===== src/rtl/tmon_alarm_if.sv =====
// Sample stream in, averaged alarm status out, between temp_sensor and tmon_alarm.
interface tmon_alarm_if;
  logic       tick;
  logic [7:0] temp;
  logic [7:0] hi_thresh;
  logic [7:0] lo_thresh;
  logic       clr;
  logic [7:0] avg;
  logic       avg_valid;
  logic [1:0] state;
  logic       alarm;
  logic       evt;
  logic       sticky;

  modport master (
    output tick, temp, hi_thresh, lo_thresh, clr,
    input  avg, avg_valid, state, alarm, evt, sticky
  );

  modport slave (
    input  tick, temp, hi_thresh, lo_thresh, clr,
    output avg, avg_valid, state, alarm, evt, sticky
  );
endinterface


===== src/rtl/tmon_alarm.sv =====
// Windowed temperature average with debounced, hysteretic HOT/COLD alarm classification.
// avg/avg_valid at tick+1, state/alarm/evt/sticky at tick+2; no backpressure, one sample per cycle.
module tmon_alarm #(
  parameter int AVG_DEPTH = 4,
  parameter int DEBOUNCE  = 3,
  parameter int HYST      = 2
) (
  input  logic        clk_i,
  input  logic        rst_i,
  tmon_alarm_if.slave mon
);

  localparam int LOG2   = $clog2(AVG_DEPTH);
  localparam int SUM_W  = 8 + LOG2;
  localparam int FILL_W = $clog2(AVG_DEPTH + 1);
  localparam int CNT_W  = 4;

  typedef enum logic [1:0] {
    ST_NORMAL = 2'd0,
    ST_HOT    = 2'd1,
    ST_COLD   = 2'd2
  } state_e;

  // Sample stage
  logic [7:0]        win_q [AVG_DEPTH];
  logic [7:0]        win_d [AVG_DEPTH];
  logic [SUM_W-1:0]  sum_q, sum_d;
  logic [FILL_W-1:0] fill_q, fill_d;
  logic              tick_q;

  // Average stage
  logic [7:0]        avg_q;
  logic              avg_valid_q;
  logic              eval_q;
  logic              full;

  // Classification stage
  state_e            state_q, state_d;
  state_e            dir_q, dir_d;
  state_e            tgt;
  logic              qual;
  logic [CNT_W-1:0]  cnt_q, cnt_d, cnt_n;
  logic              evt_q, evt_d;
  logic              sticky_q, sticky_d;
  logic [8:0]        hi_diff;
  logic [8:0]        lo_sum;
  logic [7:0]        hi_floor;
  logic [7:0]        lo_ceil;

  assign full = (fill_q == FILL_W'(AVG_DEPTH));

  always_comb begin
    win_d  = win_q;
    sum_d  = sum_q;
    fill_d = fill_q;
    if (mon.tick) begin
      win_d[0] = mon.temp;
      for (int i = 1; i < AVG_DEPTH; i++) begin
        win_d[i] = win_q[i-1];
      end
      sum_d = sum_q + SUM_W'(mon.temp) - SUM_W'(win_q[AVG_DEPTH-1]);
      if (!full) begin
        fill_d = fill_q + FILL_W'(1);
      end
    end
  end

  always_ff @(posedge clk_i or posedge rst_i) begin
    if (rst_i) begin
      for (int i = 0; i < AVG_DEPTH; i++) begin
        win_q[i] <= '0;
      end
      sum_q  <= '0;
      fill_q <= '0;
      tick_q <= 1'b0;
    end else begin
      win_q  <= win_d;
      sum_q  <= sum_d;
      fill_q <= fill_d;
      tick_q <= mon.tick;
    end
  end

  always_ff @(posedge clk_i or posedge rst_i) begin
    if (rst_i) begin
      avg_q       <= '0;
      avg_valid_q <= 1'b0;
      eval_q      <= 1'b0;
    end else begin
      if (tick_q) begin
        avg_q       <= sum_q[SUM_W-1:LOG2];
        avg_valid_q <= full;
      end
      eval_q <= tick_q && full;
    end
  end

  // Exit margins saturate at the 8-bit range limits.
  assign hi_diff  = {1'b0, mon.hi_thresh} - 9'(HYST);
  assign lo_sum   = {1'b0, mon.lo_thresh} + 9'(HYST);
  assign hi_floor = hi_diff[8] ? 8'd0 : hi_diff[7:0];
  assign lo_ceil  = lo_sum[8] ? 8'hFF : lo_sum[7:0];

  always_comb begin
    state_d  = state_q;
    dir_d    = dir_q;
    cnt_d    = cnt_q;
    cnt_n    = '0;
    evt_d    = 1'b0;
    sticky_d = sticky_q;
    qual     = 1'b0;
    tgt      = ST_NORMAL;

    case (state_q)
      ST_NORMAL: begin
        if (avg_q > mon.hi_thresh) begin
          qual = 1'b1;
          tgt  = ST_HOT;
        end else if (avg_q < mon.lo_thresh) begin
          qual = 1'b1;
          tgt  = ST_COLD;
        end
      end
      ST_HOT: begin
        if (avg_q <= hi_floor) begin
          qual = 1'b1;
          tgt  = ST_NORMAL;
        end
      end
      ST_COLD: begin
        if (avg_q >= lo_ceil) begin
          qual = 1'b1;
          tgt  = ST_NORMAL;
        end
      end
      default: begin
        state_d = ST_NORMAL;
      end
    endcase

    if (eval_q) begin
      if (!qual) begin
        cnt_d = '0;
      end else begin
        // A new direction restarts the run with this evaluation as its first.
        cnt_n = (tgt == dir_q) ? cnt_q + CNT_W'(1) : CNT_W'(1);
        dir_d = tgt;
        if (cnt_n == CNT_W'(DEBOUNCE)) begin
          state_d = tgt;
          cnt_d   = '0;
          evt_d   = 1'b1;
        end else begin
          cnt_d = cnt_n;
        end
      end
    end

    if (evt_d && (state_d != ST_NORMAL)) begin
      sticky_d = 1'b1;
    end else if (mon.clr) begin
      sticky_d = 1'b0;
    end
  end

  always_ff @(posedge clk_i or posedge rst_i) begin
    if (rst_i) begin
      state_q  <= ST_NORMAL;
      dir_q    <= ST_NORMAL;
      cnt_q    <= '0;
      evt_q    <= 1'b0;
      sticky_q <= 1'b0;
    end else begin
      state_q  <= state_d;
      dir_q    <= dir_d;
      cnt_q    <= cnt_d;
      evt_q    <= evt_d;
      sticky_q <= sticky_d;
    end
  end

  assign mon.avg       = avg_q;
  assign mon.avg_valid = avg_valid_q;
  assign mon.state     = state_q;
  assign mon.alarm     = (state_q != ST_NORMAL);
  assign mon.evt       = evt_q;
  assign mon.sticky    = sticky_q;

endmodule


===== src/flat_wrapper.sv =====
// flat-port wrapper written by rule: the top's interface ports become plain ports
module tmon_alarm_flat 
#(
  parameter int AVG_DEPTH = 4,
  parameter int DEBOUNCE  = 3,
  parameter int HYST      = 2
)
  (clk_i, rst_i, mon_tick, mon_temp, mon_hi_thresh, mon_lo_thresh, mon_clr, mon_avg, mon_avg_valid, mon_state, mon_alarm, mon_evt, mon_sticky);
  tmon_alarm_if mon_i ();
  input  logic clk_i;
  input  logic rst_i;
  input wire logic [$bits(mon_i.tick)-1:0] mon_tick;
  input wire logic [$bits(mon_i.temp)-1:0] mon_temp;
  input wire logic [$bits(mon_i.hi_thresh)-1:0] mon_hi_thresh;
  input wire logic [$bits(mon_i.lo_thresh)-1:0] mon_lo_thresh;
  input wire logic [$bits(mon_i.clr)-1:0] mon_clr;
  output wire logic [$bits(mon_i.avg)-1:0] mon_avg;
  output wire logic [$bits(mon_i.avg_valid)-1:0] mon_avg_valid;
  output wire logic [$bits(mon_i.state)-1:0] mon_state;
  output wire logic [$bits(mon_i.alarm)-1:0] mon_alarm;
  output wire logic [$bits(mon_i.evt)-1:0] mon_evt;
  output wire logic [$bits(mon_i.sticky)-1:0] mon_sticky;
  assign mon_i.tick = mon_tick;
  assign mon_i.temp = mon_temp;
  assign mon_i.hi_thresh = mon_hi_thresh;
  assign mon_i.lo_thresh = mon_lo_thresh;
  assign mon_i.clr = mon_clr;
  assign mon_avg = mon_i.avg;
  assign mon_avg_valid = mon_i.avg_valid;
  assign mon_state = mon_i.state;
  assign mon_alarm = mon_i.alarm;
  assign mon_evt = mon_i.evt;
  assign mon_sticky = mon_i.sticky;
  tmon_alarm #(.AVG_DEPTH(AVG_DEPTH), .DEBOUNCE(DEBOUNCE), .HYST(HYST)) u_core (.clk_i(clk_i), .rst_i(rst_i), .mon(mon_i));
endmodule

===== config.mk =====
export PLATFORM = sky130hd
export DESIGN_NAME = tmon_alarm_flat
export DESIGN_NICKNAME = d
export VERILOG_FILES = /design/src/rtl/tmon_alarm_if.sv /design/src/rtl/tmon_alarm.sv /design/src/flat_wrapper.sv
export SDC_FILE = /design/constraint.sdc
export NUM_CORES = 1
export LEC_CHECK = 0
export BUFFER_PORTS_ARGS = -buffer_cell sky130_fd_sc_hd__buf_2
export CAP_MARGIN = 20
export CORE_ASPECT_RATIO = 1.4
export CORE_MARGIN = 1.5
export CORE_UTILIZATION = 60
export CTS_BUF_LIST = sky130_fd_sc_hd__clkbuf_4
export DETAILED_ROUTE_END_ITERATION = 12
export HOLD_SLACK_MARGIN = 0.03
export PLACE_DENSITY = 0.78
export SYNTH_ARGS = -nofsm -noshare
export SYNTH_HDL_FRONTEND = slang
export SYNTH_SLANG_ARGS = --single-unit

===== constraint.sdc =====
create_clock -name clk_i -period 4.1 [get_ports clk_i]
set_input_delay 0.615 -clock clk_i [delete_from_list [all_inputs] [get_ports clk_i]]
set_output_delay 0.615 -clock clk_i [all_outputs]
set_load 0.03 [all_outputs]

==> impl_metrics.yaml, run 1 <==
status:
  run_status: "completed"
logic_synthesis:
  synth-seq-area-share: 0.390
  synth.top_cell.area_share: 0.390
  ys_dominant_reg_cell: "dfrtp_1"
  synth_most_common_cell: "dfrtp_1"
  synth.area.top_cells: "dfrtp_1 39%, ha_1 14%, mux2_2 11%"
  syn_area_per_cell_um2: 10.2
  synth_compound_area_frac: 0.0996
  synth_simple_gate_area_frac: 0.121
  synth.distinct_cells: 45
  synth_edf_count: 0
  yosys.area_share.xor_xnor: 0.0269
  post_synth_most_frequent_cells: "66 x dfrtp_1, 64 x inv_1, 46 x ha_1"
  synth_top_family_by_area: "adder cells"
  synth.largest_area_cell: "dfrtp_1"
  synth-warning-count: 0
  syn_nets: 498
  mappedNetlistArea_mm2: 0.00423
  yosys.area_share.adder: 0.174
  synth.area.mux_share: 0.126
  postSynthRegisterBits: 66
  synth-async-reset-ratio: 1.00
  postSynthCellCount: 416
job:
  timing.max_cap.violations: 0
global_routing:
  groute.usage.overall: 0.238
  grt_pass1_wl_mm: 13.8
  first_global_vias: 3243
  overflow: 0
  grt_start_max_net_pins: 48
  antenna_found_initial: 0
route:
  drcViolationCount: 0
  avgViaCountPerCell: 5.58
  drtPass1Iterations: 4
  post_drt_wl_per_cell_um: 14.2
  detail_route.iter0.violations: 83
  vias: 3144
  finalWirelength_mm: 7.97
  antenna_violating_nets_post_route: 0
clock_tree:
  max-clock-path-buffers: 2
  cts.root.buffer_cell: "clkbuf_4"
  clkLatencyLatePin_ns: 0.38
  clock_sinks: 66
  post_cts_resize_count: 0
  cts-hold-fix-buffers: 0
  cts_tree: "built"
  path_clk_slew_ns: 0.10
  cts.repair_timing.setup_buffer_count: 0
  cts_inserted_buffers: 9
  h-tree-depth: 3
place:
  dp_hpwl_mm: 6.49
  place.gp.congestion: 0.911
  placement.io_buffers: 41
  dpl-instance-area_mm2: 0.00456
timing:
  timing.final.setup_violations: 0
  tightestPinTransition_ns: 0.594
  rsz_0062_raised_after_global_routing: "false"
  achievable-frequency_mhz: 302
  drv_slew: 0
  worst_slew_margin: 0.604
  final.hold.worst_slack_ns: 0.284
  period_share: 0.809
  tmin_final_ns: 3.32
  hold_viol_final: 0
  finalSetupTns_ns: 0
  clock_skew_ns: 0.0151
power:
  switching_share: 0.443
  switching_power_w: 0.00139
  sequentialPowerShare: 0.340
  share_of_power_burned_in_combinational_logic: 0.560
  pwr-share-clk: 0.100
  worst_ir_drop_vdd_v: 0.000491
  power.internal_w: 0.00174
  static-leakage-power_nw: 2.36
  power.density_mw_per_mm2: 674
  final_total_power_w: 0.00313
floorplanning:
  die_area_mm2: 0.00757
  floorplan.io_pins: 42
  rows: 36
  start_util: 0.614
  chipWidth_um: 74.0
  core_mm2: 0.00689
  die_height_um: 102
layout:
  insertedDiodeCount: 0
  finalCoreUtilization: 0.674
  final_nets: 547
  final_design_area_no_fill_mm2: 0.00465
  fill_cells: 575
  fraction_of_final_layout_cells_sized_beyond_drive_strength_1: 0.222
  area_growth_syn_to_layout_pct: 9.81
setup_path:
  required_time_at_the_worst_slack_endpoint_ns: 4.37
  critical_path_peak_fanout: 5
  worst-endpoint-arrival_ns: 3.59
  critPathKind: "in -> reg"
  endpoint_kind: "flip-flop"
  ff2ff_setup_slack_ns: 0.94
  cp-start-kind: "input pin"
min_path:
  worst_hold_path_type: "in -> async"
-- power groups by stage --
stage	Combinational (W)	Clock [W]	Sequential, W
2_1_floorplan	0.00127	0	0.00111
3_3_place_gp	0.00169	0	0.00106
3_5_place_dp	0.00176	0	0.00108
4_1_cts	0.00177	0.000329	0.00107
5_1_grt	0.00199	0.000362	0.00110
6_report	0.00175	0.000314	0.00106
-- sequential cells by signal, summed over array words and instances, names as in the netlist --
name,cells
u_core.sum_q,10
u_core.win_q,32
u_core.cnt_q,4
u_core.dir_q,2
u_core.mon.avg,8
u_core.mon.sticky,1
u_core.tick_q,1
u_core.fill_q,3
u_core.eval_q,1
u_core.mon.state,2
u_core.mon.evt,1
u_core.mon.avg_valid,1
-- cells by family (layout without fill, tap and decap cells) --
group           count (synthesis)  count (layout)
xor+xnor                       13              13
buf+inv                        70             122
flops                          66              66
fa+ha+maj                      54              54
compound gates                 68              68
mux                            47              47
simple gates                   98              98
-- worst max-delay path, stage by stage --
cell and delay (ns):
buf_2 0.09, inv_1 0.07, nor3_1 0.36, nand3_1 0.17, nor3_1 0.18, buf_4 0.16, nor2_1 0.04, ha_1 0.27
o211a_1 0.12, a22o_1 0.23, o21ai_0 0.12, o21ai_0 0.11, or4b_4 0.52, nand3_1 0.16, mux2_2 0.37
-- placed cells by master (no fill, tap or decap), types with 4 or more instances in the layout --
cell type,netlist,layout
nand3_1,12,12
and3_1,5,5
o211ai_1,6,6
nand2_1,27,27
mux2_2,42,42
ha_1,46,46
buf_2,0,41
o21ai_0,22,22
nand4_1,4,4
nor2_1,16,16
clkbuf_4,0,9
a21oi_1,20,20
dfrtp_1,66,66
fa_1,8,8
xor2_1,5,5
xnor2_1,8,8
nor3_1,8,8
nor2b_1,9,9
inv_1,64,63
-- metrics by stage --
step,std cells,worst slack (ns)
after floorplan,416,0.692
after global placement,549,0.485
after detailed placement,549,0.401
after CTS,563,0.826
after global routing,563,0.548
final,563,0.784
-- layout make-up --
type / instances / area, um2 / area share
Clock buffer: 9 / 67.6 / 0.0145
Clock inverter: 5 / 23.8 / 0.00511
Inverter: 64 / 240 / 0.0517
Multi-Input combinational cell: 280 / 2320 / 0.499
Sequential cell: 66 / 1650 / 0.355
Tap cell: 95 / 119 / 0.0256
Timing Repair Buffer: 44 / 228 / 0.0490
-- per-layer routing --
layer | global-route usage | wire [um]
met5 | 0 | 0
met4 | 0.138 | 351
met3 | 0.0414 | 247
met2 | 0.432 | 4140
met1 | 0.252 | 3220
-- worst paths after layout --
path                              startpoint             endpoint  cells past startpoint
min in group clk_i               mon_temp[0]     u_core.win_q[24]                      2
max reg2reg                u_core.mon.avg[7]  u_core.mon.state[1]                      8
max in group asynchronous              rst_i      u_core.sum_q[8]                      3
min reg2reg                  u_core.sum_q[9]      u_core.sum_q[9]                      1
max                         mon_lo_thresh[1]  u_core.mon.state[1]                     15
min                                    rst_i     u_core.win_q[16]                      2
Note: power is estimated with default switching activity, not from simulation.
==> run 2, diff against run 1 <==
==> constraint.sdc (replaced) <==
create_clock -name clk_i -period 3.4 [get_ports clk_i]
set_input_delay 0.51 -clock clk_i [delete_from_list [all_inputs] [get_ports clk_i]]
set_output_delay 0.51 -clock clk_i [all_outputs]
set_load 0.03 [all_outputs]
==> run 2 against run 1 <==
Clock power rose by 110%. Largest cell class unchanged. Largest power group unchanged. Register-to-register slack got worse by 0.64 ns. Total power rose by 34%. Via count rose by 2.3%. Critical endpoint is now u_core.cnt_q[2].
==> impl_metrics.yaml, run 2 (synthesized netlist as in run 1, its figures left out) <==
status:
  run_status: "completed"
min_path:
  worst_hold_path_type: "in -> async"
power:
  final_total_power_w: 0.00420
  worst_ir_drop_vdd_v: 0.000575
  power.density_mw_per_mm2: 864
  static-leakage-power_nw: 2.48
layout:
  layout_common_cells: "66 x dfrtp_1, 63 x inv_1, 46 x ha_1"
  largest_register_ffs: 32
  final_nets: 563
  insertedDiodeCount: 0
  fraction_of_final_layout_cells_sized_beyond_drive_strength_1: 0.257
  area_growth_syn_to_layout_pct: 14.8
  most_common_cell_after_layout_fill_and_taps_aside: "dfrtp_1"
  largest_register: "u_core.win_q"
  post_route_non_filler_standard_cell_count: 581
route:
  drtPass1Iterations: 5
  detail_route.iter0.violations: 112
  vias: 3216
  avgViaCountPerCell: 5.54
  drcViolationCount: 0
  antenna_violating_nets_post_route: 0
  finalWirelength_mm: 8.72
  post_drt_wl_per_cell_um: 15.0
floorplanning:
  floorplan.io_pins: 42
  chipWidth_um: 74.0
  start_util: 0.614
  core_mm2: 0.00689
  die_height_um: 102
  die_area_mm2: 0.00757
  rows: 36
timing:
  tightestPinTransition_ns: 0.835
  clock_skew_ns: 0.0130
  timing.final.setup_violations: 0
  period_share: 0.922
  tmin_final_ns: 3.14
  drv_slew: 0
  worst_slew_margin: 0.442
  finalSetupTns_ns: 0
  achievable-frequency_mhz: 319
  rsz_0062_raised_after_global_routing: "false"
  post-route-worst-setup-slack_ns: 0.264
  hold_viol_final: 0
clock_tree:
  clock_sinks: 66
  h-tree-depth: 3
  cts.repair_timing.setup_buffer_count: 0
  clkLatencyLatePin_ns: 0.41
  cts_tree: "built"
  cts_inserted_buffers: 9
  path_clk_slew_ns: 0.11
  cts-hold-fix-buffers: 0
  max-clock-path-buffers: 2
  post_cts_resize_count: 0
  cts.root.buffer_cell: "clkbuf_4"
setup_path:
  ff2ff_setup_slack_ns: 0.30
  worst-endpoint-arrival_ns: 3.43
  timing.reg2reg.worst_path_depth: 10
  crit_path_cell_trace: "buf_2 -> inv_1 -> nor3_1 -> nand3_1 -> nor3_1 -> nor2_1 -> ha_1 -> o211a_1 -> a22o_1 -> o21ai_0 -> o21ai_0 -> or4b_4 -> buf_4 -> a41oi_1 -> o32ai_1"
  cp_num_buf_inv: 3
  critical_path_peak_fanout: 4
  crit_path_max_incr_delay_ns: 0.51
  r2r_start: "u_core.mon.avg[0]"
  cpMaxStageDelayCell: "or4b_4"
  cp-start-kind: "input pin"
  rr_endpoint: "u_core.cnt_q[2]"
  endpoint_kind: "flip-flop"
  required_time_at_the_worst_slack_endpoint_ns: 3.69
  worst_path_dominant_cell_family: "simple AND/OR/NAND/NOR gates"
  critPathKind: "in -> reg"
global_routing:
  first_global_vias: 3234
  groute.usage.overall: 0.254
  overflow: 0
  antenna_found_initial: 0
  grt_pass1_wl_mm: 14.3
  grt_start_max_net_pins: 43
place:
  place_ws_ns: -0.168
  dp_hpwl_mm: 6.84
  place.gp.congestion: 0.966
  placement.io_buffers: 41
  place.detailed.instances: 565
job:
  timing.max_cap.violations: 0
[run 2: changes by cell type in the layout (fill, tap and decap cells not counted)]
cell and change:
inv_6 +1, buf_4 +16, bufinv_16 +3, clkinv_2 +1, clkinv_1 -3
[run 2: how the worst max path moves through the flow]
stage / end / startpoint / cells after the start
detailed placement: u_core.dir_q[0] / mon_lo_thresh[1] / 14
CTS: u_core.mon.state[1] / mon_lo_thresh[1] / 14
global route: u_core.mon.state[0] / mon_lo_thresh[1] / 14
global placement: u_core.dir_q[1] / mon_lo_thresh[1] / 13
finish: u_core.cnt_q[2] / mon_lo_thresh[1] / 15
floorplan: u_core.dir_q[0] / mon_lo_thresh[1] / 13
[run 2: power breakdown]
group	switching, W	internal [W]
sequential	0.000203	0.00103
clock	0.000280	0.000372
combinational	0.00128	0.00104
total	0.00176	0.00244
[run 2: stage by stage]
stage / area, um2 / util / hold WS, ns
6_report: 4860 / 0.705 / 0.254
5_1_grt: 4860 / 0.705 / 0.312
4_1_cts: 4860 / 0.705 / 0.270
3_5_place_dp: 4680 / 0.679 / 0.473
3_3_place_gp: 4680 / 0.679 / 0.456
2_1_floorplan: 4230 / - / 0.440
[run 2: final cells by class]
| type | count | area (um2) |
|---|---|---|
| multi-input cells | 280 | 2320 |
| fillers | 534 | 2030 |
| flip-flops and latches | 66 | 1650 |
| repair buffers | 60 | 348 |
| inverters | 64 | 240 |
| well taps | 95 | 119 |
| clock inverters | 7 | 116 |
| clock buffers | 9 | 67.6 |
[run 2: layer usage]
layer  part of all wire  GRT usage  vias to the layer above  wire (um)
met5                  0          0                        -          0
li1                   -          -                     1569          -
met3              0.032     0.0444                       26        283
met2               0.52      0.457                       83       4560
met4              0.045      0.147                        0        388
met1               0.40      0.271                     1538       3490
[run 2: worst register-to-register path, delay by kind of cell, from the launching register on]
kind                       cells  cell delay, ns
DFF                            1            0.41
and+or+nand+nor                5            1.67
AOI/OAI and AO/OA              2            0.33
adders and majority gates      1            0.30
buffers and inverters          2            0.28
